--- src/rtl/seq_divider.sv ---
// seq_divider: sequential restoring unsigned divider for the ALU divide path.
// Resolves one quotient bit per clock and raises a one-cycle done pulse when the
// results are loaded.
//
// Ports
//   clk        system clock, rising edge
//   res        asynchronous active-low reset
//   divisible  dividend from the operand-ordering stage
//   divider    divisor from the operand-ordering stage
//   ready      operand pair valid (may be held high for many cycles)
//   busy       high while iterating
//   quotient   result quotient, held until the next completion
//   remainder  result remainder, held until the next completion
//   dz         divide-by-zero flag of the last completed operation
//   done       one-cycle pulse, results valid in that cycle
//
// state | meaning
// IDLE  | waiting for a new operand pair (start evaluated here only)
// RUN   | one restoring iteration per clock
// DONE  | results loaded, done pulse high for this one cycle
module seq_divider #(
    parameter int WIDTH = 16
) (
    input  logic             clk,
    input  logic             res,
    input  logic [WIDTH-1:0] divisible,
    input  logic [WIDTH-1:0] divider,
    input  logic             ready,
    output logic             busy,
    output logic [WIDTH-1:0] quotient,
    output logic [WIDTH-1:0] remainder,
    output logic             dz,
    output logic             done
);

    localparam int             CW   = $clog2(WIDTH);
    localparam logic [CW-1:0]  LAST = CW'(WIDTH - 1);

    typedef enum logic [1:0] {
        IDLE = 2'd0,
        RUN  = 2'd1,
        DONE = 2'd2
    } state_t;

    state_t             state;
    logic [CW-1:0]      cnt;
    // d_r shifts out dividend bits at the top and collects quotient bits at
    // the bottom, so after WIDTH iterations it holds the quotient.
    logic [WIDTH-1:0]   d_r;
    logic [WIDTH-1:0]   v_r;
    // The partial remainder is always < divisor after an iteration, so it is
    // stored in WIDTH bits; only the shifted value needs the extra bit.
    logic [WIDTH-1:0]   p_r;
    logic               ready_q;
    logic [2*WIDTH-1:0] last_pair;

    logic [WIDTH:0]     p_shift;
    logic               p_ge;
    logic [WIDTH-1:0]   p_next;
    logic [WIDTH-1:0]   d_next;
    logic               start;

    always_comb begin
        p_shift = {p_r, d_r[WIDTH-1]};
        p_ge    = (p_shift >= {1'b0, v_r});
        p_next  = p_ge ? WIDTH'(p_shift - {1'b0, v_r}) : p_shift[WIDTH-1:0];
        d_next  = {d_r[WIDTH-2:0], p_ge};
        // A held-high ready with an unchanged pair must not retrigger.
        start   = (state == IDLE) && ready &&
                  (!ready_q || ({divisible, divider} != last_pair));
    end

    always_ff @(posedge clk or negedge res) begin
        if (!res) begin
            state     <= IDLE;
            cnt       <= '0;
            d_r       <= '0;
            v_r       <= '0;
            p_r       <= '0;
            ready_q   <= 1'b0;
            last_pair <= '0;
            busy      <= 1'b0;
            quotient  <= '0;
            remainder <= '0;
            dz        <= 1'b0;
            done      <= 1'b0;
        end else begin
            ready_q <= ready;
            done    <= 1'b0;
            case (state)
                IDLE: begin
                    if (start) begin
                        last_pair <= {divisible, divider};
                        d_r       <= divisible;
                        v_r       <= divider;
                        cnt       <= '0;
                        p_r       <= '0;
                        if (divider == '0) begin
                            quotient  <= '1;
                            remainder <= divisible;
                            dz        <= 1'b1;
                            done      <= 1'b1;
                            state     <= DONE;
                        end else begin
                            busy  <= 1'b1;
                            state <= RUN;
                        end
                    end
                end
                RUN: begin
                    d_r <= d_next;
                    p_r <= p_next;
                    cnt <= cnt + 1'b1;
                    if (cnt == LAST) begin
                        quotient  <= d_next;
                        remainder <= p_next;
                        dz        <= 1'b0;
                        done      <= 1'b1;
                        busy      <= 1'b0;
                        state     <= DONE;
                    end
                end
                DONE: begin
                    state <= IDLE;
                end
                default: begin
                    state <= IDLE;
                end
            endcase
        end
    end

endmodule

--- config.mk ---
export PLATFORM = sky130hd
export DESIGN_NAME = seq_divider
export DESIGN_NICKNAME = d
export VERILOG_FILES = /design/src/rtl/seq_divider.sv
export SDC_FILE = /design/constraint.sdc
export NUM_CORES = 1
export LEC_CHECK = 0
export BUFFER_PORTS_ARGS = -buffer_cell sky130_fd_sc_hd__buf_2
export CORE_MARGIN = 1.5
export CORE_UTILIZATION = 58
export DETAILED_ROUTE_END_ITERATION = 12
export GPL_TIMING_DRIVEN = 0
export PLACE_DENSITY = 0.89
export SYNTH_ARGS = -nofsm -noshare
export SYNTH_HDL_FRONTEND = slang
export SYNTH_SLANG_ARGS = --single-unit
export TNS_END_PERCENT = 20
--- constraint.sdc ---
create_clock -name clk -period 3 [get_ports clk]
set_input_delay 0.15 -clock clk [delete_from_list [all_inputs] [get_ports clk]]
set_output_delay 0.15 -clock clk [all_outputs]
set_load 0.02 [all_outputs]
==> impl_metrics.env, run 1 <==
export IMPL_r2r_end="remainder[10]$_DFFE_PN0P_"
export IMPL_numCtsBuffers=9
export IMPL_hold_viol_final=0
export IMPL_syn_inst=583
export IMPL_p_int_w=0.00466
export IMPL_cts_htree_levels=3
export IMPL_place_congestion=0.938
export IMPL_p_total_w=0.00873
export IMPL_ios=70
export IMPL_fillers=715
export IMPL_grt_overflow=0
export IMPL_p_sw_w=0.00406
export IMPL_worst_pin_slew_ns=0.752
export IMPL_cellPowerDensity_mw_per_mm2=1350
export IMPL_cts_root_buffer="clkbuf_8"
export IMPL_tritoncts="done"
export IMPL_synth_fp_nets=636
export IMPL_antenna_found_initial=0
export IMPL_port_buffers=69
export IMPL_drt_iter0_drc=655
export IMPL_num_antenna_cells=0
export IMPL_dieWidth_um=102
export IMPL_rrSetupSlack_ns=0.09
export IMPL_firstDrtPassIters=6
export IMPL_worstPathMaxFanout=4
export IMPL_final_area_sq_mm=0.00646
export IMPL_max_clock_freq_mhz=343
export IMPL_synthArstFlopShare=1.00
export IMPL_min_to="v_r[10]$_DFFE_PN0P_"
export IMPL_vias=5009
export IMPL_clock_latency_ns=0.39
export IMPL_min_delay_path_depth=3
export IMPL_wirelength_um=15500
export IMPL_seq_area_frac_synth=0.468
export IMPL_ir_worst_vdd_uv=644
export IMPL_met2_usage=0.505
export IMPL_final_antenna_net_count=0
export IMPL_initial_core_util=0.605
export IMPL_synth_edff_count=0
export IMPL_crit_required_ns=3.31
export IMPL_min_period_ns=2.91
export IMPL_coreArea_sq_mm=0.00937
export IMPL_clockBufferDepth=2
export IMPL_drive_above_1_share=0.222
export IMPL_maxCapViolCount=0
export IMPL_fp_row_count=35
export IMPL_power_leakage_nw=2.90
export IMPL_power_frac_seq=0.301
export IMPL_dieArea_sq_mm=0.0104
export IMPL_finalCritPeriodShare=0.971
export IMPL_ys_ff_latch=106
export IMPL_switching_share=0.466
export IMPL_hold_start="divider[10]"
export IMPL_grt_pass1_vias=4825
export IMPL_r2r_start="v_r[0]$_DFFE_PN0P_"
export IMPL_yosysWarningCount=0
export IMPL_die_h_um=102
export IMPL_clock_sinks=106
export IMPL_placed_area_sq_mm=0.00621
export IMPL_busiest_layer="met2"
export IMPL_power_frac_clock=0.108
export IMPL_skew_ns=0.0187
export IMPL_slew_headroom=0.496
export IMPL_status="finished, final reports clean"
export IMPL_drv_slew=0
export IMPL_areaGrowthSynthToFinish_pct=13.8
export IMPL_worstSetupPathType="reg2reg"
export IMPL_grt_max_degree=55
export IMPL_arrival_ns=3.22
export IMPL_rsz0062_at_grt="true"
export IMPL_worstSetupEndpointType="register"
export IMPL_finalSetupViolCount=0
export IMPL_power_frac_comb=0.591
export IMPL_grt_first_pass_wirelength_um=24300
export IMPL_synth_cell_type_count=57
export IMPL_min_path_type="in2reg"
export IMPL_grt_usage=0.313
export IMPL_via_per_inst=6.26
export IMPL_dp_hpwl_um=11500
export IMPL_drc=0
export IMPL_fin_nets=719
export IMPL_r2r_cells=10
export IMPL_fin_ws_ns=0.0868
export IMPL_synth_cell_area_sq_mm=0.00567
export IMPL_avgRoutedWirePerCell_um=19.3
export IMPL_syn_avg_cell_area_sq_um=9.73
export IMPL_use_met3=0.0705
export IMPL_place_ws_ns=0.106
export IMPL_synthFlopType="dfrtp_1"
export IMPL_clk_pin_slew_worst_paths_ns=0.11
export IMPL_cp_start_kind="register"
export IMPL_grtUsageMet1=0.402
-- critical path: stages, from the launching register on --
cell       delay (ns)
dfrtp_1          0.46
ha_1             0.20
inv_1            0.05
fa_1             0.42
a21oi_2          0.19
o2111ai_2        0.21
a21oi_2          0.22
nor3_1           0.06
or4_1            0.51
mux2_2           0.33
a31oi_1          0.17
-- cell families after synthesis --
family / Yosys count / synth area share
buffers and inverters: 49 / 0.0368
AND/OR/NAND/NOR: 186 / 0.148
flip-flops: 106 / 0.468
multiplexers: 39 / 0.0761
XOR/XNOR: 43 / 0.0664
adder cells (fa/ha/maj): 18 / 0.0410
AO/OA/AOI/OAI: 142 / 0.165
-- power by group through the flow --
stage / sequential (W) / clock [W] / combinational, W
2_1_floorplan: 0.00270 / 0 / 0.00351
3_3_place_gp: 0.00258 / 0 / 0.00470
3_5_place_dp: 0.00263 / 0 / 0.00493
4_1_cts: 0.00261 / 0.000946 / 0.00498
5_1_grt: 0.00269 / 0.000999 / 0.00556
6_report: 0.00262 / 0.000944 / 0.00516
-- metrics by stage --
| stage | TNS, ns | utilization | hold WS [ns] | cells |
|---|---|---|---|---|
| floorplan | 0 | - | -0.146 | 583 |
| global placement | 0 | 0.659 | 0.295 | 781 |
| detailed placement | 0 | 0.663 | 0.242 | 782 |
| CTS | 0 | 0.687 | 0.0170 | 800 |
| global route | -0.0360 | 0.689 | 0.0332 | 800 |
| finish | 0 | 0.689 | 0.0279 | 800 |
-- layout by cell type, fill, tap and decap left out, types with 10 or more instances in the layout --
cell type  synthesis  layout
a21o_1            23      23
a21oi_1           42      39
buf_2             11      79
clkbuf_1          16      16
clkbuf_8           0      10
dfrtp_1          106     106
ha_1              17      17
inv_1             19      19
mux2_2            33      33
nand2_1           66      65
nand3_1           18      18
nand4_1           11      11
nor2_1            55      55
o21ai_0           24      24
o21ai_1           10      10
xnor2_1           34      34
-- routing by layer --
metal / vias up / part of all wire
li1: 2209 / -
met1: 2427 / 0.39
met2: 301 / 0.47
met3: 72 / 0.092
met4: 0 / 0.051
met5: - / 0
-- repair_timing --
item / in CTS / in global routing
setup endpoints to repair: 0 / 11
resized for setup: 0 / 7
hold buffers: 2 / 0
setup buffers: 0 / 0
hold endpoints to repair: 54 / 0
-- how the worst max path moves through the flow --
stage	startpoint	endpoint	slack [ns]	depth (start not counted)
6_report	v_r[0]$_DFFE_PN0P_	remainder[10]$_DFFE_PN0P_	0.09	10
2_1_floorplan	d_r[15]$_DFFE_PN0P_	remainder[10]$_DFFE_PN0P_	0.45	11
4_1_cts	v_r[1]$_DFFE_PN0P_	remainder[12]$_DFFE_PN0P_	0.09	10
5_1_grt	v_r[1]$_DFFE_PN0P_	remainder[4]$_DFFE_PN0P_	-0.02	11
3_3_place_gp	v_r[1]$_DFFE_PN0P_	remainder[12]$_DFFE_PN0P_	0.17	10
3_5_place_dp	v_r[1]$_DFFE_PN0P_	remainder[12]$_DFFE_PN0P_	0.11	10
-- layout make-up --
type	instances	area, sq um	area share
tap	129	161	0.0250
clock buffer	11	141	0.0219
inverter	19	71.3	0.0110
sequential	106	2650	0.411
buffer	30	139	0.0215
timing repair buffer	72	395	0.0612
multi-input combinational	428	2830	0.438
clock inverter	5	67.6	0.0105
-- state kept, by name (all words and copies together), names as in the netlist --
name	flops
cnt	4
quotient	16
p_r	16
last_pair	17
done	1
busy	1
state	2
remainder	16
dz	1
ready_q	1
d_r	16
v_r	15
-- cell usage after synthesis (all sizes together), types with 7 or more instances --
cell	count	area share
dfrtp	106	0.47
nand2	66	0.044
nor2	56	0.037
a21oi	45	0.042
o21ai	35	0.032
xnor2	34	0.052
mux2	33	0.066
a21o	23	0.030
inv	19	0.013
nand3	18	0.016
ha	17	0.037
clkbuf	16	0.011
buf	14	0.014
nand4	11	0.012
a31oi	9	0.0099
xor2	9	0.014
nor3	7	0.0062
No activity file was read; power rests on OpenSTA's default activity.
==> run 2: changes to the inputs <==
- BUFFER_PORTS_ARGS: -buffer_cell sky130_fd_sc_hd__buf_2 -> not set
- CORE_UTILIZATION: 58 -> 64
- DONT_BUFFER_PORTS: not set -> 1
==> impl_metrics.env, run 2 (synthesis results as in run 1) <==
export IMPL_arrival_ns=3.24
export IMPL_numCtsBuffers=9
export IMPL_largest_reg_flops=17
export IMPL_min_period_ns=2.93
export IMPL_dp_hpwl_um=11100
export IMPL_top_register="last_pair"
export IMPL_worstSetupPathType="reg2reg"
export IMPL_cts_htree_levels=3
export IMPL_ir_worst_vdd_uv=724
export IMPL_final_antenna_net_count=0
export IMPL_grt_pass1_vias=4957
export IMPL_grt_first_pass_wirelength_um=26000
export IMPL_grt_overflow=0
export IMPL_ios=70
export IMPL_place_congestion=0.915
export IMPL_clockBufferDepth=2
export IMPL_rrSetupSlack_ns=0.07
export IMPL_initial_core_util=0.657
export IMPL_holdWs_ns=0.0178
export IMPL_firstDrtPassIters=5
export IMPL_hold_viol_final=0
export IMPL_status="finished, final reports clean"
export IMPL_drt_met1_wl_um=6120
export IMPL_areaGrowthSynthToFinish_pct=12.9
export IMPL_num_antenna_cells=0
export IMPL_drv_slew=0
export IMPL_fin_nets=682
export IMPL_worstPathMaxFanout=4
export IMPL_crit_required_ns=3.30
export IMPL_slew_headroom=0.486
export IMPL_drt_iter0_drc=646
export IMPL_max_clock_freq_mhz=341
export IMPL_cts_root_buffer="clkbuf_8"
export IMPL_vias=4858
export IMPL_final_cell_mix="dfrtp_1 (106), nand2_1 (65), nor2_1 (55), a21oi_1 (40)"
export IMPL_power_leakage_nw=2.77
export IMPL_grt_max_degree=107
export IMPL_finalCritPeriodShare=0.978
export IMPL_cellPowerDensity_mw_per_mm2=1340
export IMPL_dieWidth_um=97.2
export IMPL_die_h_um=97.2
export IMPL_wl_met3_um=1510
export IMPL_antenna_found_initial=0
export IMPL_worst_pin_slew_ns=0.765
export IMPL_fp_row_count=34
export IMPL_dieArea_sq_mm=0.00944
export IMPL_wirelength_um=16100
export IMPL_cp_start_kind="register"
export IMPL_clock_sinks=106
export IMPL_p_total_w=0.00857
export IMPL_drive_above_1_share=0.123
export IMPL_drc=0
export IMPL_via_per_inst=6.56
export IMPL_coreArea_sq_mm=0.00864
export IMPL_mostFrequentLayoutCell="dfrtp_1"
export IMPL_min_path_type="in2reg"
export IMPL_routed_top_layer="met4"
export IMPL_worstSetupEndpointType="register"
export IMPL_clk_pin_slew_worst_paths_ns=0.10
export IMPL_maxCapViolCount=0
export IMPL_tritoncts="done"
export IMPL_grt_usage=0.356
export IMPL_skew_ns=0.00751
export IMPL_wl_met2_um=7800
export IMPL_finalSetupViolCount=0
export IMPL_avgRoutedWirePerCell_um=21.7
export IMPL_clock_latency_ns=0.38
export IMPL_port_buffers=0
[run 2: cell types whose count changed in the layout (fill, tap and decap cells not counted), sizes merged]
cell	delta
buf	-68
dlygate4sd3	+32
clkbuf	-3
clkinvlp	+2
clkinv	-1
[run 2: report_power, final]
| group | switching [W] | internal [W] |
|---|---|---|
| combinational | 0.00271 | 0.00205 |
| clock | 0.000523 | 0.000393 |
| sequential | 0.000795 | 0.00209 |
| total | 0.00403 | 0.00454 |
[run 2: through the flow]
| step | instance area (sq um) | setup TNS (ns) | util | setup WS (ns) | std cells |
|---|---|---|---|---|---|
| detailed placement | 5810 | 0 | 0.673 | 0.125 | 691 |
| finish | 6400 | 0 | 0.742 | 0.0668 | 741 |
| floorplan | 5670 | 0 | - | 0.453 | 583 |
| CTS | 6370 | 0 | 0.738 | 0.0768 | 741 |
| global route | 6400 | -0.0311 | 0.742 | -0.0137 | 741 |
| global placement | 5810 | 0 | 0.673 | 0.209 | 691 |
[run 2: per-layer routing]
| layer | vias up | global-route usage |
|---|---|---|
| met4 | 0 | 0.149 |
| met2 | 278 | 0.590 |
| met5 | - | 0 |
| met3 | 64 | 0.0813 |
| met1 | 2379 | 0.451 |
| li1 | 2137 | - |
[run 2: cell type report]
| class | instances | area, sq um |
|---|---|---|
| plain buffers | 30 | 138 |
| clock buffers | 9 | 124 |
| clock inverters | 6 | 73.8 |
| fillers | 580 | 2230 |
| inverters | 19 | 71.3 |
| multi-input cells | 428 | 2840 |
| flip-flops and latches | 106 | 2650 |
| well taps | 108 | 135 |
| repair buffers | 35 | 368 |
[run 2: critical path: stages, from the launching register on]
cell and delay (ns):
dfrtp_1 0.49, ha_1 0.22, inv_1 0.06, fa_1 0.42, a21oi_2 0.20, o2111ai_2 0.22
a21oi_2 0.23, nor3_1 0.06, or4_1 0.49, mux2_2 0.31, a31oi_1 0.17
[run 2: repair_timing]
action,4_1_cts,5_1_grt
buffers inserted,0,0
endpoints found under the hold margin,145,0
resized for setup,0,7
endpoints found under the setup margin,0,12
hold buffers,35,0
[run 2: worst paths after layout]
path                       cells past startpoint                         to          startpoint
min                                            2   remainder[5]$_DFFE_PN0P_        divisible[5]
min reg2reg                                    1         cnt[3]$_DFFE_PN0P_  cnt[3]$_DFFE_PN0P_
max in group asynchronous                      2         p_r[7]$_DFFE_PN0P_                 res
min in group asynchronous                      2         p_r[6]$_DFFE_PN0P_                 res
max reg2reg                                   10  remainder[10]$_DFFE_PN0P_  v_r[0]$_DFFE_PN0P_
max                                           10  remainder[10]$_DFFE_PN0P_  v_r[0]$_DFFE_PN0P_
==> run 3: changes to the inputs <==
- CORE_UTILIZATION: 64 -> 40
- CTS_BUF_LIST: not set -> sky130_fd_sc_hd__clkbuf_2 sky130_fd_sc_hd__clkbuf_4 sky130_fd_sc_hd__clkbuf_8
- PLACE_DENSITY: 0.89 -> 0.63
==> impl_metrics.env, run 3 (synthesis results as in run 1) <==
export IMPL_antenna_found_initial=0
export IMPL_cts_htree_levels=3
export IMPL_grt_first_pass_wirelength_um=25300
export IMPL_areaGrowthSynthToFinish_pct=13.6
export IMPL_clock_latency_ns=0.37
export IMPL_clockBufferDepth=2
export IMPL_coreArea_sq_mm=0.0139
export IMPL_min_delay_path_depth=2
export IMPL_grt_pass1_vias=4651
export IMPL_p_total_w=0.00835
export IMPL_power_leakage_nw=2.76
export IMPL_drc=0
export IMPL_fin_tns_setup_ns=0
export IMPL_slew_headroom=0.454
export IMPL_crit_required_ns=3.24
export IMPL_maxCapViolCount=0
export IMPL_place_congestion=0.908
export IMPL_cts_setup_buffers=0
export IMPL_placed_area_sq_mm=0.00590
export IMPL_initial_core_util=0.409
export IMPL_ir_worst_vdd_uv=527
export IMPL_max_clock_freq_mhz=340
export IMPL_via_per_inst=5.70
export IMPL_worstPathMaxFanout=6
export IMPL_p_sw_w=0.00391
export IMPL_worst_pin_slew_ns=0.813
export IMPL_fp_row_count=43
export IMPL_numCtsBuffers=9
export IMPL_dp_hpwl_um=11800
export IMPL_port_buffers=0
export IMPL_final_cell_mix="dfrtp_1 (105), nand2_1 (66), nor2_1 (55), a21oi_1 (39)"
export IMPL_power_frac_comb=0.560
export IMPL_hold_viol_final=0
export IMPL_drive_above_1_share=0.126
export IMPL_avgRoutedWirePerCell_um=19.8
export IMPL_final_antenna_net_count=0
export IMPL_wirelength_um=16100
export IMPL_rsz0062_at_grt="true"
export IMPL_die_h_um=122
export IMPL_num_antenna_cells=0
export IMPL_dieArea_sq_mm=0.0149
export IMPL_largest_reg_flops=17
export IMPL_tritoncts="done"
export IMPL_grt_overflow=0
export IMPL_switching_share=0.468
export IMPL_mostFrequentLayoutCell="dfrtp_1"
export IMPL_clk_pin_slew_worst_paths_ns=0.10
export IMPL_ios=70
export IMPL_finalCritPeriodShare=0.980
export IMPL_grt_max_degree=107
export IMPL_final_area_sq_mm=0.00645
export IMPL_cp_start_kind="register"
export IMPL_finalSetupViolCount=0
export IMPL_drv_slew=0
export IMPL_skew_ns=0.00928
export IMPL_power_frac_seq=0.344
export IMPL_clock_sinks=106
export IMPL_top_register="last_pair"
export IMPL_vias=4638
export IMPL_grt_usage=0.225
export IMPL_min_period_ns=2.94
export IMPL_firstDrtPassIters=5
export IMPL_fin_nets=682
export IMPL_final_util=0.464
export IMPL_r2r_cells=10
export IMPL_cellPowerDensity_mw_per_mm2=1290
export IMPL_drt_iter0_drc=421
export IMPL_min_path_type="in2reg"
export IMPL_fin_ws_ns=0.0603
export IMPL_worstSetupEndpointType="register"
export IMPL_place_ws_ns=0.0296
export IMPL_power_frac_clock=0.096
export IMPL_p_int_w=0.00444
export IMPL_status="finished, final reports clean"
export IMPL_arrival_ns=3.18
export IMPL_worstSetupPathType="reg2reg"
export IMPL_cts_root_buffer="clkbuf_8"
export IMPL_dieWidth_um=122
[run 3: power by group through the flow]
stage               registers, W  logic, W  clock network (W)
floorplan                0.00270   0.00351                  0
global placement         0.00285   0.00436                  0
detailed placement       0.00289   0.00448                  0
CTS                      0.00286   0.00460           0.000813
global route             0.00295   0.00516           0.000868
finish                   0.00287   0.00467           0.000801
[run 3: critical path, cell delays in order (launching register included)]
cell and delay, ns:
dfrtp_1 0.42, inv_1 0.16, ha_1 0.27, nor2b_1 0.15
o31a_1 0.29, o31ai_4 0.24, a21oi_2 0.13, o311ai_2 0.35
nand2_1 0.31, mux2i_2 0.33, o221ai_1 0.16
[run 3: area by class of cell]
type,instances,area (sq um)
fill,1318,7430
tap,180,225
inverter,19,71.3
clock buffer,10,131
buffer,30,139
timing repair buffer,35,368
sequential,106,2650
multi-input combinational,428,2830
clock inverter,5,31.3
[run 3: worst paths after layout]
check,startpoint,end,slack [ns]
setup / recovery,v_r[1]$_DFFE_PN0P_,remainder[12]$_DFFE_PN0P_,0.06
hold / removal,divisible[2],remainder[2]$_DFFE_PN0P_,0.02
setup reg to reg,v_r[1]$_DFFE_PN0P_,remainder[12]$_DFFE_PN0P_,0.06
hold reg to reg,cnt[3]$_DFFE_PN0P_,cnt[3]$_DFFE_PN0P_,0.49
max in group asynchronous,res,v_r[0]$_DFFE_PN0P_,2.20
min in group asynchronous,res,quotient[3]$_DFFE_PN0P_,0.37
[run 3: repair_timing]
action,4_1_cts,5_1_grt
hold endpoints to repair,146,0
hold buffers,35,0
setup endpoints to repair,1,13
resized for setup,1,6
[run 3: per-stage QoR]
stage          hold slack (ns)  cells
3_5_place_dp            -0.144    763
5_1_grt                 0.0202    813
6_report                0.0233    813
2_1_floorplan           -0.146    583
4_1_cts                0.00681    813
3_3_place_gp            -0.143    763
[run 3: per-layer routing]
| layer | global-route usage | wire length [um] | vias up |
|---|---|---|---|
| met3 | 0.0538 | 1170 | 21 |
| met1 | 0.312 | 7130 | 2302 |
| li1 | - | - | 2134 |
| met4 | 0.0683 | 335 | 0 |
| met2 | 0.352 | 7460 | 181 |
| met5 | 0 | 0 | - |
